===== config.mk =====
export PLATFORM = sky130hd
export DESIGN_NAME = axi_read_responder
export DESIGN_NICKNAME = d
export VERILOG_FILES = /design/src/rtl/axi_pkg.sv /design/src/rtl/rd_skid_buffer.sv /design/src/rtl/axi_read_responder.sv
export SDC_FILE = /design/constraint.sdc
export NUM_CORES = 1
export LEC_CHECK = 0
export CAP_MARGIN = 5
export CORE_UTILIZATION = 45
export CTS_BUF_LIST = sky130_fd_sc_hd__clkbuf_8
export CTS_CLUSTER_SIZE = 10
export DETAILED_ROUTE_END_ITERATION = 7
export PLACE_DENSITY = 0.74
export SYNTH_ARGS = -nofsm -noshare
export SYNTH_HDL_FRONTEND = slang
export SYNTH_SLANG_ARGS = --single-unit
export TNS_END_PERCENT = 5

===== constraint.sdc =====
create_clock -name ACLK -period 2.8 [get_ports ACLK]
set_input_delay 0.28 -clock ACLK [delete_from_list [all_inputs] [get_ports ACLK]]
set_output_delay 0.28 -clock ACLK [all_outputs]
set_load 0.01 [all_outputs]

===== src/rtl/axi_pkg.sv =====
// Shared AXI read-side constants and the responder FSM state encoding.
package axi_pkg;

    localparam logic [1:0] RESP_OKAY     = 2'b00;
    localparam int         LEN_WIDTH_DEF = 8;

    typedef enum logic {
        ST_IDLE  = 1'b0,
        ST_BURST = 1'b1
    } rd_state_t;

endpackage


===== src/rtl/rd_skid_buffer.sv =====
// 2-entry fall-through buffer: an incoming word is presented the same cycle when empty.
// No input ready; the writer meters pops against o_occ so a full buffer is never written.
module rd_skid_buffer #(
    parameter int WIDTH = 9
) (
    input  logic             i_aclk,
    input  logic             i_areset_n,
    input  logic             i_in_vld,
    input  logic [WIDTH-1:0] i_in_dat,
    output logic             o_out_vld,
    input  logic             i_out_rdy,
    output logic [WIDTH-1:0] o_out_dat,
    output logic [1:0]       o_occ
);

    logic [WIDTH-1:0] r_mem [2];
    logic             r_wr_ptr;
    logic             r_rd_ptr;
    logic [1:0]       r_cnt;
    logic             w_empty;
    logic             w_wr;
    logic             w_rd;

    assign w_empty   = (r_cnt == 2'd0);
    assign o_out_vld = !w_empty || i_in_vld;
    assign o_out_dat = !w_empty ? r_mem[r_rd_ptr] : (i_in_vld ? i_in_dat : '0);
    assign o_occ     = r_cnt;

    // A word arriving into an empty buffer and taken at once never needs storing.
    assign w_wr = i_in_vld && !(w_empty && i_out_rdy);
    assign w_rd = i_out_rdy && !w_empty;

    always_ff @(posedge i_aclk or negedge i_areset_n) begin
        if (!i_areset_n) begin
            r_mem[0] <= '0;
            r_mem[1] <= '0;
            r_wr_ptr <= 1'b0;
            r_rd_ptr <= 1'b0;
            r_cnt    <= 2'd0;
        end else begin
            if (w_wr) begin
                r_mem[r_wr_ptr] <= i_in_dat;
                r_wr_ptr        <= ~r_wr_ptr;
            end
            if (w_rd) begin
                r_rd_ptr <= ~r_rd_ptr;
            end
            r_cnt <= r_cnt + {1'b0, w_wr} - {1'b0, w_rd};
        end
    end

endmodule


===== src/rtl/axi_read_responder.sv =====
// AXI read responder: streams ARLEN+1 words from a 1-cycle-latency FIFO onto the R channel.
// First beat 2 cycles after AR handshake; RREADY backpressure throttles pops via a 2-deep credit.
module axi_read_responder
    import axi_pkg::*;
#(
    parameter int DATA_WIDTH = 8,
    parameter int LEN_WIDTH  = LEN_WIDTH_DEF
) (
    input  logic                  ACLK,
    input  logic                  ARESET_N,
    input  logic                  ARVALID,
    output logic                  ARREADY,
    input  logic [LEN_WIDTH-1:0]  ARLEN,
    output logic                  RVALID,
    input  logic                  RREADY,
    output logic [DATA_WIDTH-1:0] RDATA,
    output logic [1:0]            RRESP,
    output logic                  RLAST,
    output logic                  FIFO_RD_EN,
    input  logic [DATA_WIDTH-1:0] FIFO_DATA,
    input  logic                  FIFO_EMPTY
);

    localparam int CW = LEN_WIDTH + 1;

    rd_state_t       r_state;
    rd_state_t       w_state_nxt;
    logic [CW-1:0]   r_req_left;
    logic [CW-1:0]   r_beat_left;
    logic            r_pop_inflight;
    logic            r_pop_last;
    logic            w_arready;
    logic            w_ar_hs;
    logic            w_rd_en;
    logic            w_beat_acc;
    logic            w_out_vld;
    logic [DATA_WIDTH:0] w_out_dat;
    logic [1:0]      w_buf_occ;
    logic [2:0]      w_occ_net;

    assign w_beat_acc = w_out_vld && RREADY;
    assign w_ar_hs    = ARVALID && w_arready;

    // Slots still committed after this cycle's accepted beat leaves; a beat implies occ >= 1.
    assign w_occ_net = {1'b0, w_buf_occ} + {2'b00, r_pop_inflight} - {2'b00, w_beat_acc};

    always_ff @(posedge ACLK or negedge ARESET_N) begin
        if (!ARESET_N) begin
            r_state <= ST_IDLE;
        end else begin
            r_state <= w_state_nxt;
        end
    end

    always_comb begin
        w_state_nxt = r_state;
        w_arready   = 1'b0;
        w_rd_en     = 1'b0;
        case (r_state)
            ST_IDLE: begin
                w_arready = ARESET_N;
                if (ARVALID && ARESET_N) begin
                    w_state_nxt = ST_BURST;
                end
            end
            ST_BURST: begin
                w_rd_en = (r_req_left != '0) && !FIFO_EMPTY && (w_occ_net < 3'd2);
                if (w_beat_acc && (r_beat_left == CW'(1))) begin
                    w_state_nxt = ST_IDLE;
                end
            end
            default: begin
                w_state_nxt = ST_IDLE;
            end
        endcase
    end

    always_ff @(posedge ACLK or negedge ARESET_N) begin
        if (!ARESET_N) begin
            r_req_left     <= '0;
            r_beat_left    <= '0;
            r_pop_inflight <= 1'b0;
            r_pop_last     <= 1'b0;
        end else begin
            r_pop_inflight <= w_rd_en;
            r_pop_last     <= w_rd_en && (r_req_left == CW'(1));
            if (w_ar_hs) begin
                r_req_left  <= {1'b0, ARLEN} + CW'(1);
                r_beat_left <= {1'b0, ARLEN} + CW'(1);
            end else begin
                if (w_rd_en) begin
                    r_req_left <= r_req_left - CW'(1);
                end
                if (w_beat_acc) begin
                    r_beat_left <= r_beat_left - CW'(1);
                end
            end
        end
    end

    // The last flag travels with the word, so RLAST is tied to the data it belongs to.
    rd_skid_buffer #(
        .WIDTH (DATA_WIDTH + 1)
    ) u_buf (
        .i_aclk     (ACLK),
        .i_areset_n (ARESET_N),
        .i_in_vld   (r_pop_inflight),
        .i_in_dat   ({r_pop_last, FIFO_DATA}),
        .o_out_vld  (w_out_vld),
        .i_out_rdy  (RREADY),
        .o_out_dat  (w_out_dat),
        .o_occ      (w_buf_occ)
    );

    assign ARREADY    = w_arready;
    assign FIFO_RD_EN = w_rd_en;
    assign RVALID     = w_out_vld;
    assign RDATA      = w_out_dat[DATA_WIDTH-1:0];
    assign RLAST      = w_out_dat[DATA_WIDTH];
    assign RRESP      = RESP_OKAY;

endmodule


# Word level (Yosys, flattened, before mapping)

Index checks and enable logic that the tools add are counted.

Latch bits: 0
ROM bits: 0
Memories kept: 0
Memory bits (writable): 0
Flip-flop bits (word level): 43
Input port bits: 21
Logic and storage cells: 64
Output and inout bits: 14

$lt $le $gt $ge: 4
Shift operators: 0
Divide/modulo/power cells: 0
Reductions and logical operators: 19
Eq/ne operators: 2
Bitwise logic cells: 5
Multiplexer cells: 17
Multiply operators: 0
Add/subtract/negate cells: 7

Operators with widths:

| cell                                                                 | count |
|---|---|
| 9-bit two-way mux                                                    | 10 |
| 18-bit bitwise mux                                                   | 1 |
| 9-bit by 1-bit == test with 1-bit output, second input constant      | 2 |
| 9-bit by 1-bit subtractor with 9-bit output, second input constant   | 2 |
| 1-bit logical AND                                                    | 11 |
| 8-bit by 1-bit adder with 9-bit output, second input constant        | 1 |
| 9-bit demux with 1-bit select                                        | 1 |
| 9-bit nonzero test                                                   | 1 |
| 2-bit >= comparator, second input constant                           | 2 |
| 1-bit two-way mux                                                    | 4 |
| 1-bit NOT with 2-bit output                                          | 2 |
| 2-bit nonzero test                                                   | 2 |
| 2-bit by 1-bit adder with 3-bit output                               | 1 |
| 1-bit logical NOT                                                    | 3 |
| 3-bit by 2-bit < comparator with 1-bit output, second input constant | 1 |
| 1-bit NOT                                                            | 3 |
| 3-bit by 1-bit subtractor with 3-bit output                          | 1 |
| 2-bit by 1-bit adder with 2-bit output                               | 1 |
| 2-bit logical NOT                                                    | 1 |
| 2-bit by 1-bit < comparator with 1-bit output, second input constant | 1 |
| 1-bit one-hot mux with 2 select lines                                | 1 |
| 2-bit by 1-bit subtractor with 2-bit output                          | 1 |
| 1-bit logical OR                                                     | 1 |

# Longest topological paths before layout

Word-level depth: 10
Gate-level depth with buffers: 8
Depth with buffers taken out: 8

# Cells and area by module

From an unflattened synthesis, not the netlist that was laid out.

Cell total of the unflattened synthesis: 234
Area, all modules: 2522.4 µm²

Modules (own cells, without submodules):

| module             | seq. area each (µm²) | cells each | area each (µm²) | instances |
|---|---|---|---|---|
| axi_read_responder | 525.5                | 146        | 1415.1          | 1 |
| rd_skid_buffer     | 550.5                | 88         | 1107.3          | 1 |

# Worst setup path before layout

No wires, ideal clock.

Kind: reg-to-reg
Start: register u_buf.r_cnt[1], in the netlist u_buf.o_occ[1]
End: register r_req_left[1]
Slack: 257 ps
Period minus slack after synthesis: 2543 ps
Library setup time: 76 ps
Path buffers: 0
Data required time: 2724 ps
Arrival time: 2467 ps
Cell stages (with the launch flop): 9
Cell sequence: dfrtp_1 -> o31ai_2 -> nor2_1 -> fa_1 -> xor2_1 -> nor3_2 -> nand2_4 -> mux2_2 -> o21ai_1

Cells in the longest elaborated chain, start to end: 9
Elaborated cells between the ends (all ways): 10
Those cells by class: add/sub: 2; order compare: 1; mux: 1; reduce/logical: 6

Ends and longest elaborated chain:

| item                                            | line                     | source |
|---|---|---|
| start, declared                                 | rd_skid_buffer.sv:19     | `logic [1:0] r_cnt;` |
| start signal, assigned                          | rd_skid_buffer.sv:48     | `r_cnt <= r_cnt + {1'b0, w_wr} - {1'b0, w_rd};` |
| 2-bit logical NOT                               | rd_skid_buffer.sv:24     | `assign w_empty = (r_cnt == 2'd0);` |
| 1-bit logical NOT                               | rd_skid_buffer.sv:25     | `assign o_out_vld = !w_empty \|\| i_in_vld;` |
| 1-bit logical OR                                | rd_skid_buffer.sv:25     |  |
| 1-bit logical AND                               | axi_read_responder.sv:41 | `assign w_beat_acc = w_out_vld && RREADY;` |
| 3-bit by 1-bit subtractor with 3-bit output *   | axi_read_responder.sv:45 | `assign w_occ_net = {1'b0, w_buf_occ} + {2'b00, r_pop_inflight} - {2'b00, w_beat_acc};` |
| 3-bit by 2-bit < comparator with 1-bit output * | axi_read_responder.sv:67 | `w_rd_en = (r_req_left != '0) && !FIFO_EMPTY && (w_occ_net < 3'd2);` |
| 1-bit logical AND *                             | axi_read_responder.sv:67 |  |
| 1-bit two-way mux *                             | axi_read_responder.sv:59 | `case (r_state)` |
| 2-bit nonzero test (no source line) *           | --                       |  |
| end signal, assigned                            | axi_read_responder.sv:88 | `r_req_left <= {1'b0, ARLEN} + CW'(1);` |
| end signal, assigned                            | axi_read_responder.sv:92 | `r_req_left <= r_req_left - CW'(1);` |
| end, declared                                   | axi_read_responder.sv:28 | `logic [CW-1:0] r_req_left;` |

Every way passes the cells marked *; elsewhere a longest branch is shown, timed or not.
A chain may end at the register's enable or synchronous reset.

# Worst setup path after layout

Start: register u_buf.r_cnt[0], in the netlist u_buf.o_occ[0]
End: output FIFO_RD_EN

Cells in the longest elaborated chain, start to end: 8
Elaborated cells between the ends (all ways): 9
Those cells by class: add/sub: 2; order compare: 1; mux: 1; reduce/logical: 5

Ends and longest elaborated chain:

| item                                            | line                     | source |
|---|---|---|
| 2-bit logical NOT                               | rd_skid_buffer.sv:24     |  |
| 1-bit logical NOT                               | rd_skid_buffer.sv:25     |  |
| 1-bit logical OR                                | rd_skid_buffer.sv:25     |  |
| 1-bit logical AND                               | axi_read_responder.sv:41 |  |
| 3-bit by 1-bit subtractor with 3-bit output *   | axi_read_responder.sv:45 |  |
| 3-bit by 2-bit < comparator with 1-bit output * | axi_read_responder.sv:67 |  |
| 1-bit logical AND *                             | axi_read_responder.sv:67 |  |
| 1-bit two-way mux *                             | axi_read_responder.sv:59 |  |
| end, declared                                   | axi_read_responder.sv:19 | `output logic FIFO_RD_EN,` |

Marked as above.

==> metrics <==
status finished, final reports clean; I/O pin count 35; worst slew pin tran 0.559 ns; # clock sinks 43; normalized max-slew margin 0.627; Synth Instances 234; CTS buffer count 5; Die Area 5630 um2; vias in the first global route 1803; DR vias/cell 5.27; Worst Clk Skew 0.00582 ns; std cell rows 26; Clock Latency Late Sink 0.30 ns; placed cell area 2850 um2; core area 5140 um2; antenna violations before repair 0; initial DRC count 44; Final TNS setup 0 ns; root buffer cell clkbuf_8; Max Slew Vio Count 0; Die Y 75.1 um; Yosys cell types 40; multiplexer share of the synthesized area 0.131; Seq/Total Area, Yosys 0.448; layout cells sized above 1 0.171; Ant. Diodes 0; Fin. Hold Viols 0; via count 1843; final number of setup-violating endpoints 0; Synth Register Bits 43; largest net degree at the start of global routing 28; Remaining DRCs 0; Critical Path AT 2.30 ns; total grt overflow 0; number of synthesized flops with an enable pin 0; largest family of logic cells by synthesized area simple AND/OR/NAND/NOR gates; dominant synthesized flop cell dfrtp_1; post-route cell area 2980 um2; Initial Util 0.467; Avg Inst Size Synth 10.3 um2; RSZ-0062 raised after global routing no; Final ANT Viol Nets 0; FILL cells 502; Max VDD drop 0.000394 V; Post-Synth Adder-Cell Area 0.0500; area growth from synthesis to layout 23.9%; worst-case clock buffer depth 2; CP required 2.52 ns; wire length per cell 13.5 um; async set or reset register ratio after synthesis 1.00; GPL Wtd Cong 0.806; Die X 75.1 um; H-tree levels 2; worst r2r path cells 10; fin crit period 2.58 ns; GRT Overall Usage 0.193; Cell Area, Synth 2400 um2; compound-cell area share of the yosys netlist 0.0911; Crit Path Category reg -> out; drt first pass iters 4; max-cap violations 0; Reg clk slew, reported paths 0.08 ns; Hold Crit Class in -> async; fin crit share 0.920; Post-Route WL 4710 um; maximum clock frequency 388 MHz; Port Buf Inserts 32; type of origin of the critical path flop; CP Capture Type output port; Pwr Density 969 nW/um2; post-synthesis xor/xnor area fraction 0.0802; TritonCTS clock tree yes; simple-gate area share of the yosys netlist 0.167; wire length of the first global-routing pass 7880 um; Hold Slack 0.449 ns; static leakage 1.27 nW; crit-path max FO 3; HPWL after DPL 3530 um; Total Nets Final 309; Warnings, synthesis 0
-- flip-flops by register name, indices dropped and copies added (netlist names) --
name and flops:
u_buf.r_mem 18, u_buf.o_occ 2, r_pop_inflight 1, r_req_left 9, r_state 1, r_pop_last 1
r_beat_left 9, u_buf.r_wr_ptr 1, u_buf.r_rd_ptr 1
-- cell type report --
| class | instances | area [um2] | share of cell area |
|---|---|---|---|
| timing repair buffer | 47 | 429 | 0.144 |
| clock inverter | 3 | 15.0 | 0.00504 |
| clock buffer | 5 | 68.8 | 0.0231 |
| inverter | 8 | 30.0 | 0.0101 |
| sequential | 43 | 1080 | 0.362 |
| multi-input combinational | 174 | 1270 | 0.426 |
| tap | 70 | 87.6 | 0.0294 |
-- per-stage QoR --
stage	std cells	worst slack, ns	utilization	power [mW]
2_1_floorplan	235	0.257	-	1.97
3_3_place_gp	338	0.0565	0.554	2.42
3_5_place_dp	338	0.0266	0.554	2.47
4_1_cts	350	0.214	0.579	2.92
5_1_grt	350	0.0721	0.579	3.13
6_report	350	0.225	0.579	2.88
-- repair_timing --
action | in CTS | in global routing
hold endpoints to repair | 16 | 0
resized for setup | 4 | 0
setup buffers | 3 | 0
hold buffers | 1 | 0
setup endpoints to repair | 1 | 0
-- layout by cell type, fill, tap and decap left out, types with 3 or more instances in the layout --
| cell | netlist | final |
|---|---|---|
| mux2i_1 | 10 | 10 |
| nor4_1 | 4 | 4 |
| clkbuf_8 | 0 | 5 |
| xor2_1 | 11 | 11 |
| buf_4 | 2 | 14 |
| ha_1 | 8 | 8 |
| dfrtp_1 | 43 | 42 |
| clkinv_2 | 0 | 3 |
| or3_1 | 3 | 3 |
| o21ai_0 | 16 | 16 |
| nand4_1 | 3 | 3 |
| a21oi_1 | 13 | 13 |
| inv_1 | 8 | 8 |
| nor2b_1 | 3 | 3 |
| nand2_1 | 12 | 12 |
| clkdlybuf4s50_1 | 0 | 30 |
| nor2_1 | 16 | 16 |
| xnor2_1 | 11 | 11 |
| nor3_1 | 4 | 4 |
| nand3_1 | 16 | 16 |
| mux2_2 | 19 | 19 |
-- final timing paths --
| check | to | slack [ns] | startpoint |
|---|---|---|---|
| worst max-delay path | FIFO_RD_EN | 0.22 | u_buf.o_occ[0] |
| worst min-delay path | r_req_left[8] | 0.45 | ARESET_N |
| worst max register to register | r_req_left[6] | 0.42 | u_buf.o_occ[0] |
| worst min register to register | u_buf.r_wr_ptr | 0.50 | u_buf.r_wr_ptr |
| max in group asynchronous | u_buf.r_mem[9] | 1.66 | ARESET_N |
| min in group ACLK | u_buf.r_wr_ptr | 0.50 | u_buf.r_wr_ptr |
-- Yosys cell counts (2+ instances only) --
library cell | n | area share
dfrtp_1 | 43 | 0.45
mux2_2 | 19 | 0.089
nand3_1 | 16 | 0.033
nor2_1 | 16 | 0.025
o21ai_0 | 16 | 0.033
a21oi_1 | 13 | 0.027
nand2_1 | 12 | 0.019
xnor2_1 | 11 | 0.040
xor2_1 | 11 | 0.040
mux2i_1 | 10 | 0.042
ha_1 | 8 | 0.042
inv_1 | 8 | 0.013
clkbuf_1 | 7 | 0.011
nor3_1 | 4 | 0.0083
nor4_1 | 4 | 0.010
nand4_1 | 3 | 0.0078
nor2b_1 | 3 | 0.0078
or3_1 | 3 | 0.0078
a2bb2oi_1 | 2 | 0.0073
and2_1 | 2 | 0.0052
buf_4 | 2 | 0.0062
nand3b_1 | 2 | 0.0062
nor4b_1 | 2 | 0.0073
-- logic make-up (layout without fill, tap and decap cells) --
logic type / count (synthesis) / count (layout)
adders and majority gates: 9 / 9
AOI/OAI and AO/OA: 38 / 38
muxes: 29 / 29
other: 1 / 2
and+or+nand+nor: 74 / 74
xor gates and xnor gates: 22 / 22
DFF: 43 / 43
buffers and inverters: 18 / 63
-- power breakdown --
part           internal [mW]  switching, mW  leakage, nW
registers              0.906          0.247        0.517
logic                  0.748          0.604        0.703
clock network          0.171          0.209       0.0477
total                   1.82           1.06         1.27
-- routing by layer --
| metal | vias up | part of all wire | track usage |
|---|---|---|---|
| li1 | 905 | - | - |
| met1 | 895 | 0.42 | 0.206 |
| met2 | 35 | 0.53 | 0.358 |
| met3 | 8 | 0.038 | 0.0482 |
| met4 | 0 | 0.019 | 0.0839 |
| met5 | - | 0 | 0 |
-- worst max-delay path, stage by stage (launching register included) --
cell and delay (ns):
dfrtp_2 0.44, o31ai_4 0.23, nor2_1 0.09, fa_1 0.54
nand2_1 0.09, nor3_4 0.22, nand2_4 0.06, inv_1 0.06
dlygate4sd2_1 0.26
Power figures use the tool's default switching activity.
==> patch 1: new RTL, same flow settings <==
Reset style: synchronous (`ARESET_N` and `i_areset_n`), changed in 3 clocked blocks.
--- a/src/rtl/rd_skid_buffer.sv
+++ b/src/rtl/rd_skid_buffer.sv
@@ -30,7 +30,7 @@
     assign w_wr = i_in_vld && !(w_empty && i_out_rdy);
     assign w_rd = i_out_rdy && !w_empty;
 
-    always_ff @(posedge i_aclk or negedge i_areset_n) begin
+    always_ff @(posedge i_aclk) begin
         if (!i_areset_n) begin
             r_mem[0] <= '0;
             r_mem[1] <= '0;
--- a/src/rtl/axi_read_responder.sv
+++ b/src/rtl/axi_read_responder.sv
@@ -44,7 +44,7 @@
     // Slots still committed after this cycle's accepted beat leaves; a beat implies occ >= 1.
     assign w_occ_net = {1'b0, w_buf_occ} + {2'b00, r_pop_inflight} - {2'b00, w_beat_acc};
 
-    always_ff @(posedge ACLK or negedge ARESET_N) begin
+    always_ff @(posedge ACLK) begin
         if (!ARESET_N) begin
             r_state <= ST_IDLE;
         end else begin
@@ -75,7 +75,7 @@
         endcase
     end
 
-    always_ff @(posedge ACLK or negedge ARESET_N) begin
+    always_ff @(posedge ACLK) begin
         if (!ARESET_N) begin
             r_req_left     <= '0;
             r_beat_left    <= '0;
Function: differs if ARESET_N is asserted again (counterexample within 4 cycles, from zero or initial values and one cycle with ARESET_N low); with ARESET_N held inactive, the same outputs for 10 cycles.
==> patch 1 against the unedited design <==
- routed wire length is 5.3% higher
- area after synthesis is 4.9% higher
- die area is 4.8% higher
- non-clock buffer count is 1 lower
- worst hold slack better by 0.11 ns
- largest power group unchanged
- setup slack worse by 0.078 ns
- global-route usage is 1.2 points lower
- critical endpoint unchanged
- power is 20% lower
- cell area is 2.4% higher
- via count is 6.1% higher
- combinational power is 32% lower
- clock power is 27% higher
- sequential cell count is 1 higher
==> patch 1: results (changes against the unedited design) <==
Status: finished, final reports clean
Synth cell count leaders: 26 x dfxtp_1, 23 x and2_1, 22 x o21ai_0, 19 x nand2_1, 19 x nand3_1
Netlist cell types: 54 (+35%)
Fraction of layout instances using a drive strength above 1: 0.114 (-0.0573)
Post-synth top flop: dfxtp_1
Fillers: 439 (-13%)
Root buf cell: clkbuf_8
Cell accounting for the most synthesized area: edfxtp_1
Dpl ws: 0.0155 ns (-0.0111 ns)
Per-cell routed wire length: 13.5 microns (+0.20%)
Worst hold path type: register to register
CP arrival: 2.37 ns (+0.07 ns)
Reg2Reg Depth: 11 (+1)
Total GRT Usage: 0.181 (-0.0116)
Crit path largest cell delay: 0.51 ns (-0.03 ns)
Family with the most delay on the worst path: simple AND/OR/NAND/NOR gates
Largest net degree at the start of global routing: 21 (-25%)
Clock Skews: 0.00481 ns (-0.00101 ns)
Global-route wire length before repair: 8.45 mm (+7.2%)
EDFF count, synth: 18 (+18)
Nets: 327 (+5.8%)
Routed via count: 1956 (+6.1%)
Synth area leaders: edfxtp_1 21%, dfxtp_1 21%, and2_1 5.7%, o21ai_0 4.4%, ha_1 4.0%
Vias in the first global route: 1868 (+3.6%)
Asr flop ratio synth: 0 (-1.00)
Hold Slack: 0.559 ns (+0.110 ns)
R2r endpoint: r_req_left[7]
Rel. slew slack: 0.648 (+0.0208)
Final worst slack: 0.147 ns (-0.0778 ns)
Starting DRT DRC Count: 109 (+150%)
Final Wtd Congestion: 0.886 (+9.8%)
Buffers on Ports: 32 (unchanged)
Peak supply drop: 0.478 mV (+22%)
Final HPWL DP: 3.71 mm (+4.9%)
Part of the Yosys area used for sequential elements: 0.421 (-0.0271)
Static leakage: 1.19 nW (-6.1%)
## patch 1: cell types whose count changed after synthesis, sizes merged, moves of 7 or more
cell	delta
dfrtp	-43
dfxtp	+26
and2	+21
mux2	-19
edfxtp	+18
nor2	-8
nand2	+7
## patch 1: final cells by class
class / instances / area share
Clock buffer: 5 / 0.0226
Clock inverter: 3 / 0.0140
Inverter: 9 / 0.0119
Multi-Input combinational cell: 191 / 0.435
Sequential cell: 44 / 0.348
Tap cell: 70 / 0.0287
Timing Repair Buffer: 46 / 0.140
## patch 1: stage by stage
step | cells | utilization | power (W) | cell area [sq um]
after floorplan | 257 | - | 0.00153 | 2520
after global placement | 359 | 0.559 | 0.00181 | 2930
after detailed placement | 359 | 0.559 | 0.00183 | 2930
after CTS | 368 | 0.582 | 0.00232 | 3050
after global routing | 368 | 0.582 | 0.00246 | 3050
final | 368 | 0.582 | 0.00230 | 3050
## patch 1: worst max-delay path by stage
stage                         startpoint            end
final                     r_pop_inflight     FIFO_RD_EN
after global routing      r_pop_inflight     FIFO_RD_EN
after CTS                 r_pop_inflight     FIFO_RD_EN
after detailed placement          RREADY     FIFO_RD_EN
after global placement            RREADY     FIFO_RD_EN
after floorplan           u_buf.o_occ[0]  r_req_left[6]
## patch 1: logic make-up after synthesis
kind of cell	count (synthesis)	share of synthesized area
AO/OA/AOI/OAI	49	0.121
buffers and inverters	22	0.0541
other	1	0.00149
XOR/XNOR	20	0.0695
flip-flops	44	0.421
adder cells (fa/ha/maj)	9	0.0476
multiplexers	11	0.0486
AND/OR/NAND/NOR	100	0.237
## patch 1: power by group
| group | leakage (nW) | switching (W) | internal, W |
|---|---|---|---|
| combinational | 0.738 | 0.000466 | 0.000455 |
| sequential | 0.399 | 0.000123 | 0.000772 |
| clock | 0.0541 | 0.000219 | 0.000264 |
| total | 1.19 | 0.000808 | 0.00149 |
## patch 1: what timing repair did
| action | in CTS | in global routing |
|---|---|---|
| pin swaps | 1 | 1 |
| setup buffers | 1 | 0 |
| setup endpoints to repair | 1 | 1 |
| hold endpoints to repair | 0 | 0 |
| resized for setup | 1 | 1 |
## patch 1: layer usage
layer  routed length, microns  vias to the layer above  global-route usage
met4                       79                        0              0.0615
met3                      208                        7              0.0393
li1                         -                      986                   -
met2                     2480                       52               0.334
met1                     2200                      911               0.204
met5                        0                        -                   0
## patch 1: worst reg2reg max path: cells and delay by family, from the launching register on
family	cells	cell delay (ns)
compound gates	2	0.22
simple gates	6	1.06
flops	1	0.31
fa+ha+maj	1	0.51
buf+inv	2	0.27
==> patch 2: new RTL, same flow settings <==
Without the edit above. `DATA_WIDTH`: 8 -> 12.
--- a/src/rtl/axi_read_responder.sv
+++ b/src/rtl/axi_read_responder.sv
@@ -3,7 +3,7 @@
 module axi_read_responder
     import axi_pkg::*;
 #(
-    parameter int DATA_WIDTH = 8,
+    parameter int DATA_WIDTH = 12,
     parameter int LEN_WIDTH  = LEN_WIDTH_DEF
 ) (
     input  logic                  ACLK,
Ports: changed (resized FIFO_DATA and RDATA); port bits go from 35 to 43. The function was not compared with the original's and may differ.
==> patch 2 against the unedited design <==
- register-to-register slack improved by 0.08 ns
- synthesized cell count rose by 22%
- setup slack got worse by 0.0022 ns
- cell area rose by 20%
- sequential cell count rose by 8
- routed wire length rose by 35%
- sequential share of layout area fell by 0.49 points
- combinational power rose by 26%
- area after synthesis rose by 24%
- core utilization fell by 1.9 points
- power rose by 21%
==> patch 2: results (changes against the unedited design) <==
Status: finished, final reports clean
Met3 wire length: 275 microns (+54%)
Fraction of layout instances using a drive strength above 1: 0.165 (-0.00679)
Largest net degree at the start of global routing: 50 (+79%)
Global routing usage on met3: 0.0308 (-0.0174)
Hold Slack: 0.346 ns (-0.103 ns)
Area growth, synth to finish: 19.8%
Reg2Reg Depth: 8 (-2)
Static leakage: 1.50 nW (+18%)
Clock Skews: 0.00625 ns (+0.000428 ns)
Part of the Yosys area used for sequential elements: 0.428 (-0.0202)
Buffers on Ports: 40 (+25%)
Fraction of area in multi-input gates: 0.441 (+0.0144)
Fillers: 564 (+12%)
Final-layout clock buffer total: 6 (+1)
Vias per cell: 5.78 (+9.8%)
Finished Layout Cells: 405 (+16%)
#FFs+latches synth: 51 (+19%)
Comb_multi_in: 207 (+19%)
Area after DPL: 3460 sq um (+22%)
Comb power: 0.00170 W (+26%)
Die width: 83.4 microns (+11%)
WL met2: 3.23 mm (+30%)
Met1 wire length: 2.80 mm (+43%)
Logic pwr share: 0.486 (+0.017)
Vias in the first global route: 2264 (+26%)
-- patch 2: changes by cell type in the layout (fill, tap and decap cells not counted), sizes merged, moves of 4 or more --
cell           delta
xor2              -5
nor3             +10
dfrtp             +8
mux2              +7
clkdlybuf4s50     +8
nand3             +4
and4              +4
a21oi             -4
nor2              -5
a311oi            +6
-- patch 2: timing repair --
item	CTS	global route
resized for setup	2	0
hold endpoints to repair	2	0
setup endpoints to repair	1	0
hold buffers	1	0
-- patch 2: critical path, stage by stage --
cell	delay, ns
clkdlybuf4s50_1	0.57
xor2_1	0.17
nand2_1	0.09
fa_1	0.39
xnor2_1	0.19
nand4b_1	0.17
nor2_2	0.16
dlygate4sd2_1	0.28
-- patch 2: cell families after synthesis --
| family | share of synthesized area |
|---|---|
| buf+inv | 0.0465 |
| other cells | 0.00126 |
| flops | 0.428 |
| compound gates | 0.127 |
| fa+ha+maj | 0.0403 |
| xor+xnor | 0.0411 |
| mux | 0.142 |
| simple gates | 0.174 |
